File: config.mk
export PLATFORM = sky130hd
export DESIGN_NAME = pixel_job_queue
export DESIGN_NICKNAME = d
export VERILOG_FILES = /design/src/rtl/pixel_job_queue.sv
export SDC_FILE = /design/constraint.sdc
export NUM_CORES = 1
export LEC_CHECK = 0
export CORE_UTILIZATION = 50
export CTS_BUF_LIST = sky130_fd_sc_hd__clkbuf_2 sky130_fd_sc_hd__clkbuf_4 sky130_fd_sc_hd__clkbuf_8
export DETAILED_ROUTE_END_ITERATION = 10
export PLACE_DENSITY = 0.7
export SYNTH_ARGS = -nofsm -noshare
export SYNTH_HDL_FRONTEND = slang
export SYNTH_SLANG_ARGS = --single-unit
File: constraint.sdc
create_clock -name clk -period 7.72 [get_ports clk]
set_clock_uncertainty 0.15 [all_clocks]
set_input_delay 0.772 -clock clk [delete_from_list [all_inputs] [get_ports clk]]
set_output_delay 0.772 -clock clk [all_outputs]
set_load 0.02 [all_outputs]
File: src/rtl/pixel_job_queue.sv
// Show-ahead circular job queue between the pixel mapper and the engine distributor.
// Define PIXEL_QUEUE_ERR_FLAGS_EN to add the sticky overflow_err/underflow_err outputs.
module pixel_job_queue #(
    parameter int PIXEL_DATA_WIDTH  = 10,
    parameter int ENGINE_DATA_WIDTH = 25,
    parameter int DEPTH             = 16,
    parameter int FULL_SLACK        = 1
) (
    input  logic                                clk,
    input  logic                                reset,
    input  logic                                push,
    input  logic signed [ENGINE_DATA_WIDTH-1:0] real_x,
    input  logic signed [ENGINE_DATA_WIDTH-1:0] imag_y,
    input  logic        [PIXEL_DATA_WIDTH-1:0]  pixel_x_in,
    input  logic        [PIXEL_DATA_WIDTH-1:0]  pixel_y_in,
    output logic                                full_queue,
    output logic                                out_valid,
    input  logic                                out_ready,
    output logic signed [ENGINE_DATA_WIDTH-1:0] out_real,
    output logic signed [ENGINE_DATA_WIDTH-1:0] out_imag,
    output logic        [PIXEL_DATA_WIDTH-1:0]  out_pixel_x,
    output logic        [PIXEL_DATA_WIDTH-1:0]  out_pixel_y,
    output logic        [$clog2(DEPTH):0]       count
`ifdef PIXEL_QUEUE_ERR_FLAGS_EN
    ,
    output logic                                overflow_err,
    output logic                                underflow_err
`endif
);

    localparam int AW = $clog2(DEPTH);
    localparam int CW = AW + 1;
    localparam int JW = 2 * ENGINE_DATA_WIDTH + 2 * PIXEL_DATA_WIDTH;
    localparam logic [CW-1:0] DEPTH_C     = CW'(DEPTH);
    localparam logic [CW-1:0] FULL_THRESH = CW'(DEPTH - FULL_SLACK);

    logic [JW-1:0] mem [DEPTH];
    logic [AW-1:0] wrPtr_q;
    logic [AW-1:0] rdPtr_q;
    logic [CW-1:0] count_q;
    logic [CW-1:0] count_d;
    logic          full_q;
    logic          doPush;
    logic          doPop;

    // A full queue still accepts a push when the head leaves in the same cycle.
    always_comb begin
        doPop   = (count_q != '0) && out_ready;
        doPush  = push && ((count_q < DEPTH_C) || doPop);
        count_d = count_q;
        case ({doPush, doPop})
            2'b10:   count_d = count_q + 1'b1;
            2'b01:   count_d = count_q - 1'b1;
            default: count_d = count_q;
        endcase
    end

    always_ff @(posedge clk or posedge reset) begin
        if (reset) begin
            wrPtr_q <= '0;
            rdPtr_q <= '0;
            count_q <= '0;
            full_q  <= 1'b0;
        end else begin
            if (doPush) wrPtr_q <= wrPtr_q + 1'b1;
            if (doPop)  rdPtr_q <= rdPtr_q + 1'b1;
            count_q <= count_d;
            full_q  <= (count_d >= FULL_THRESH);
        end
    end

    always_ff @(posedge clk) begin
        if (doPush) mem[wrPtr_q] <= {real_x, imag_y, pixel_x_in, pixel_y_in};
    end

    assign {out_real, out_imag, out_pixel_x, out_pixel_y} = mem[rdPtr_q];
    assign out_valid  = (count_q != '0);
    assign full_queue = full_q;
    assign count      = count_q;

`ifdef PIXEL_QUEUE_ERR_FLAGS_EN
    logic overflow_q;
    logic underflow_q;

    // Sticky until reset so software can inspect them after the fact.
    always_ff @(posedge clk or posedge reset) begin
        if (reset) begin
            overflow_q  <= 1'b0;
            underflow_q <= 1'b0;
        end else begin
            if (push && !doPush)               overflow_q  <= 1'b1;
            if (out_ready && (count_q == '0))  underflow_q <= 1'b1;
        end
    end

    assign overflow_err  = overflow_q;
    assign underflow_err = underflow_q;
`endif

endmodule

Word level (Yosys, flattened, before mapping)
Memory sizes are Yosys's and may differ from the RTL's.
Index checks and enable logic that the tools add are counted.
{ "classes": {"addsub": 4, "n_reduce_logical": 4, "magnitude_cmp": 2, "n_eq_ne": 2, "n_mux": 3} }
{ "op_table": {"columns": ["op", "n"], "rows": [
  ["5-bit case mux with 2 select lines", 1],
  ["4-bit by 1-bit adder with 4-bit output (second input constant)", 2],
  ["5-bit by 1-bit adder with 5-bit output (second input constant)", 1],
  ["5-bit by 4-bit greater-or-equal comparator with 1-bit output (second input constant)", 1],
  ["5-bit < comparator (second input constant)", 1],
  ["5-bit nonzero test", 1],
  ["5-bit by 1-bit subtractor with 5-bit output (second input constant)", 1],
  ["2-bit by 1-bit == test with 1-bit output (second input constant)", 1],
  ["2-bit == test (second input constant)", 1],
  ["1-bit logical AND", 2],
  ["1-bit two-way mux", 2],
  ["1-bit logical OR", 1]
]} }
{ "word_totals": {"output_inout_bits": 77, "in_bits": 74, "ff_bits": 14, "n_memories": 1, "ram_bits": 1120} }
{ "memory_table": {"columns": ["memory", "depth", "word_bits", "read_ports", "rd_clocked_by_memory_dff", "wr", "line", "rtl"], "rows": [
  ["mem", 16, 70, 1, 0, 1, "37", "logic [JW-1:0] mem [DEPTH];"]
]} }

Logic depth before layout (Yosys ltp)
{ "depth": {"word_depth": 7, "ltp_mapped": 9} }

Worst setup path after synthesis
No wires, ideal clock.
{ "synth_path": {"path_type": "input to register", "from": "input port push", "to": "memory mem[0][0] (netlist name) (enable)", "setup_ns": 0.670, "stages": 3, "required_ns": 6.900, "setup_slack_ns": -0.850, "t_arrival_ns": 7.750, "path_cell_list": "o21a_1 > inv_1 > nor4_1"} }
{ "synth_between": {"elab_chain_cells": 3} }
{ "synth_lines": {"columns": ["item", "line", "rtl"], "rows": [
  ["start: declaration", "11", "input logic push,"],
  ["1-bit logical AND", "49", "doPush = push && ((count_q < DEPTH_C) || doPop);"],
  ["1-bit two-way mux", "73", "if (doPush) mem[wrPtr_q] <= {real_x, imag_y, pixel_x_in, pixel_y_in};"],
  ["1-bit two-way mux (not written as such)", "73", null],
  ["end: declaration", "37", null]
]} }
No other way between the ends.

Final worst setup path
{ "layout_path": {"from": "register rdPtr_q[1]", "to": "output port out_real[19]"} }
{ "layout_between": {"elab_chain_cells": 1} }
{ "layout_lines": {"columns": ["item", "line", "rtl"], "rows": [
  ["start: declaration", "39", "logic [AW-1:0] rdPtr_q;"],
  ["start signal: assignment", "66", "if (doPop) rdPtr_q <= rdPtr_q + 1'b1;"],
  ["memory read 16 x 70 bit", null, null],
  ["end: declaration", "19", "output logic signed [ENGINE_DATA_WIDTH-1:0] out_real,"]
]} }
No other way between the ends.

==> run_results.csv <==
group,metric,value,unit
placed_design,place.gp.congestion,0.722,
sta,setup_viol,0,
critical_path,critical-path-slowest-cell,"dfrtp_4",
logic_synthesis,synth_top_cells_by_area,"edfxtp_1 (77%), mux4_2 (12%), mux4_1 (6.6%), dfrtp_1 (0.81%), buf_6 (0.57%)",
sta,timing_worst_slew_pin_value,1130,ps
placed_design,port-buffer-count,150,
power,internal-power,12.6,mW
placed_design,hpwl,44.9,mm
layout,layout.cell_area.non_filler,0.0495,mm²
routing,vias_per_cell,5.94,
floorplanning,die_area,0.0881,mm²
layout,post-route-util,0.578,
routing,routed-via-count,18960,
global_route,globalRouteTotalUtil,0.210,
sta,max_freq,196,MHz
global_route,global_route_wire_length_before_repair,134,mm
sta,final.setup.tns,0,ps
logic_synthesis,ys_ff_latch,1134,
sta,timing.final.max_slew_violations,0,
logic_synthesis,syn-instance-count,1646,
logic_synthesis,syn_avg_cell_area,26.4,µm²
routing,wire_per_inst,28.3,µm
power,power_consumption,17.9,mW
global_route,overflow,0,
logic_synthesis,synth_sequential_area_ratio,0.782,
critical_path,critical_path.startpoint_type,"register",
critical_path,setup.reg_to_reg.worst_slack,4070,ps
clocking,clk_pin_slew,60,ps
layout,syn_to_final_growth,13.9,%
logic_synthesis,synth_async_sr_flop_share,0.0123,
floorplanning,die_y,297,µm
routing,detail_route.first_pass.iterations,5,
logic_synthesis,yosysTopAreaCellShare,0.774,
critical_path,critical_path_peak_fanout,132,
routing,wirelength,90.5,mm
logic_synthesis,mappedNetlistArea,0.0435,mm²
floorplanning,i_o_pins,151,
power,power_density,361,mW/mm²
critical_path,cp_data_required_time,6800,ps
clocking,clock_tree.root_cell,"clkbuf_8",
clocking,clock_net_sink_count,1134,
critical_path,critical_path.most_common_cell,"mux4_2",
power,power_switching_share,0.295,
sta,final_hold_viol_count,0,
power,power.static_leakage,15.7,nW
critical_path,timing.critical_path.cells,"buf_12 -> mux4_2 -> mux4_2 -> clkdlybuf4s50_1",
logic_synthesis,postSynth.topFlopCell,"edfxtp_1",
critical_path,timing.critical_path.arrival,4190,ps
logic_synthesis,synth_enable_flop_cells,1120,
clocking,cts_buffer_depth,3,
global_route,antenna_found_initial,8,
floorplanning,initial_core_util,0.507,
logic_synthesis,yosysUniqueCellTypes,32,
sta,worst_hold_slack,227,ps
floorplanning,fp-row-count,107,
clocking,insertion_delay,810,ps
power,pwr-share-comb,0.303,
critical_path,crit_path_end_kind,"primary output",
routing,detailedRoute.firstIterationViolations,1850,
clocking,tritoncts.num_buffers,175,
status,run_status,"completed",
floorplanning,die_w,297,µm
floorplanning,core,0.0857,mm²
sta,setup_repair_after_global_routing_missed_its_margin,"no",
logic_synthesis,synthDominantAreaCellType,"edfxtp_1",
logic_synthesis,mappedNetlistNets,1730,
power,irDropWorstVdd,408,µV
layout,fillCellCount,6042,
critical_path,timing.critical_path.slowest_cell_delay,1030,ps
routing,detail-route-antenna-nets,0,
placed_design,place_area,0.0462,mm²
power,share_seq_of_total_power,0.428,
clocking,cts_tree,"done",
critical_path,critPathKind,"reg -> out",
layout,area_occupied_by_multi_input_gates,0.00889,mm²
global_route,first_global_vias,20245,
power,clock_power_share,0.269,
clocking,htree_num_levels,4,
global_route,grt_start_max_net_pins,133,
worst_hold_path,hp-class,"in -> async",
layout,design.final.nets,2004,
sta,min_period,5110,ps
logic_synthesis,synth-warning-count,0,
clocking,number_of_resized_instances_in_the_post_cts_repair_step,0,
sta,max-slew-margin-rel,0.243,
clocking,postCtsSetupRepairBufs,0,
power,power_switching,5.29,mW
routing,route.detailed.drc,0,
layout,area.sequential,0.0340,mm²
clocking,holdBufCountCts,0,
layout,layout-drive-gt1-share,0.271,
sta,post-route-period-util,0.662,
flow_run,max_cap_violations,0,
==> metal layers <==
| layer | routed length [µm] | global-route usage | up-vias | part of all wire |
|---|---|---|---|---|
| met2 | 44800 | 0.333 | 684 | 0.50 |
| li1 | - | - | 7892 | - |
| met5 | 64 | 0 | - | 0.00071 |
| met1 | 37800 | 0.295 | 10232 | 0.42 |
| met3 | 6160 | 0.0478 | 142 | 0.068 |
| met4 | 1620 | 0.0607 | 10 | 0.018 |
==> area by class of cell <==
| cell class | instances | area share |
|---|---|---|
| Antenna cell | 3 | 0.000152 |
| Inverter | 9 | 0.000682 |
| Clock inverter | 69 | 0.00955 |
| Multi-Input combinational cell | 421 | 0.179 |
| Clock buffer | 235 | 0.0580 |
| Timing Repair Buffer | 179 | 0.0367 |
| Tap cell | 1144 | 0.0289 |
| Sequential cell | 1134 | 0.687 |
==> worst max-delay path, delay by kind of cell, from the launching register on <==
| kind | cells | cell delay, ps |
|---|---|---|
| buf+inv | 2 | 1270 |
| flops | 1 | 1030 |
| mux | 2 | 1000 |
==> per-stage QoR <==
stage | instances | setup slack [ps]
2_1_floorplan | 1646 | -850
3_3_place_gp | 2887 | 3360
3_5_place_dp | 2887 | 3340
4_1_cts | 3191 | 2490
5_1_grt | 3192 | 2410
6_report | 3194 | 2610
==> worst paths after layout <==
path                                        startpoint                      to  cells after the start
min in group clk                    count[3]$_DFF_PP0_      count[3]$_DFF_PP0_                      2
worst max register to register      count[4]$_DFF_PP0_   mem[11][24]$_DFFE_PP_                      6
worst max-delay path            rdPtr_q[1]$_DFFE_PP0P_            out_real[19]                      4
worst min-delay path                             reset      count[3]$_DFF_PP0_                      2
max in group asynchronous                        reset  rdPtr_q[3]$_DFFE_PP0P_                      2
worst min register to register      count[3]$_DFF_PP0_      count[3]$_DFF_PP0_                      2
==> layout by cell type, fill, tap and decap left out, types with 9 or more instances in the layout <==
cell type / count
clkinv_1: 42
buf_4: 21
clkdlybuf4s50_1: 150
ha_1: 9
mux4_2: 240
edfxtp_1: 1120
inv_1: 9
clkbuf_4: 58
dfrtp_1: 10
clkbuf_8: 177
mux4_1: 110
clkinv_2: 9
==> sequential cells by signal, summed over array words and instances, names as in the netlist <==
register    flops
count           5
full_queue      1
mem          1120
rdPtr_q         4
wrPtr_q         4
==> cells in the mapped netlist, types with 4 or more instances <==
master	count
and2_1	8
buf_1	9
buf_12	10
buf_6	22
clkbuf_1	40
dfrtp_1	14
edfxtp_1	1120
ha_1	9
inv_1	9
mux4_1	110
mux4_2	240
nand2_1	6
nand3_1	4
nor2_1	6
nor4_1	4
o21ai_0	4
xnor2_1	6
==> cells by family (layout without fill, tap and decap cells) <==
group	after synthesis	count (layout)	synth area share
adder cells (fa/ha/maj)	10	10	0.00305
other	0	3	0
flip-flops	1134	1134	0.782
AO/OA/AOI/OAI	12	12	0.00170
AND/OR/NAND/NOR	37	37	0.00458
buffers and inverters	91	492	0.0154
multiplexers	353	353	0.192
XOR/XNOR	9	9	0.00181
==> power groups by stage <==
| stage | combinational [mW] | sequential, mW | clock, mW |
|---|---|---|---|
| floorplan | 3.88 | 7.59 | 0 |
| global placement | 5.49 | 7.76 | 0 |
| detailed placement | 5.53 | 7.80 | 0 |
| CTS | 5.55 | 7.67 | 4.92 |
| global route | 5.73 | 7.72 | 5.16 |
| finish | 5.43 | 7.67 | 4.81 |
No activity file was read; power rests on OpenSTA's default activity.
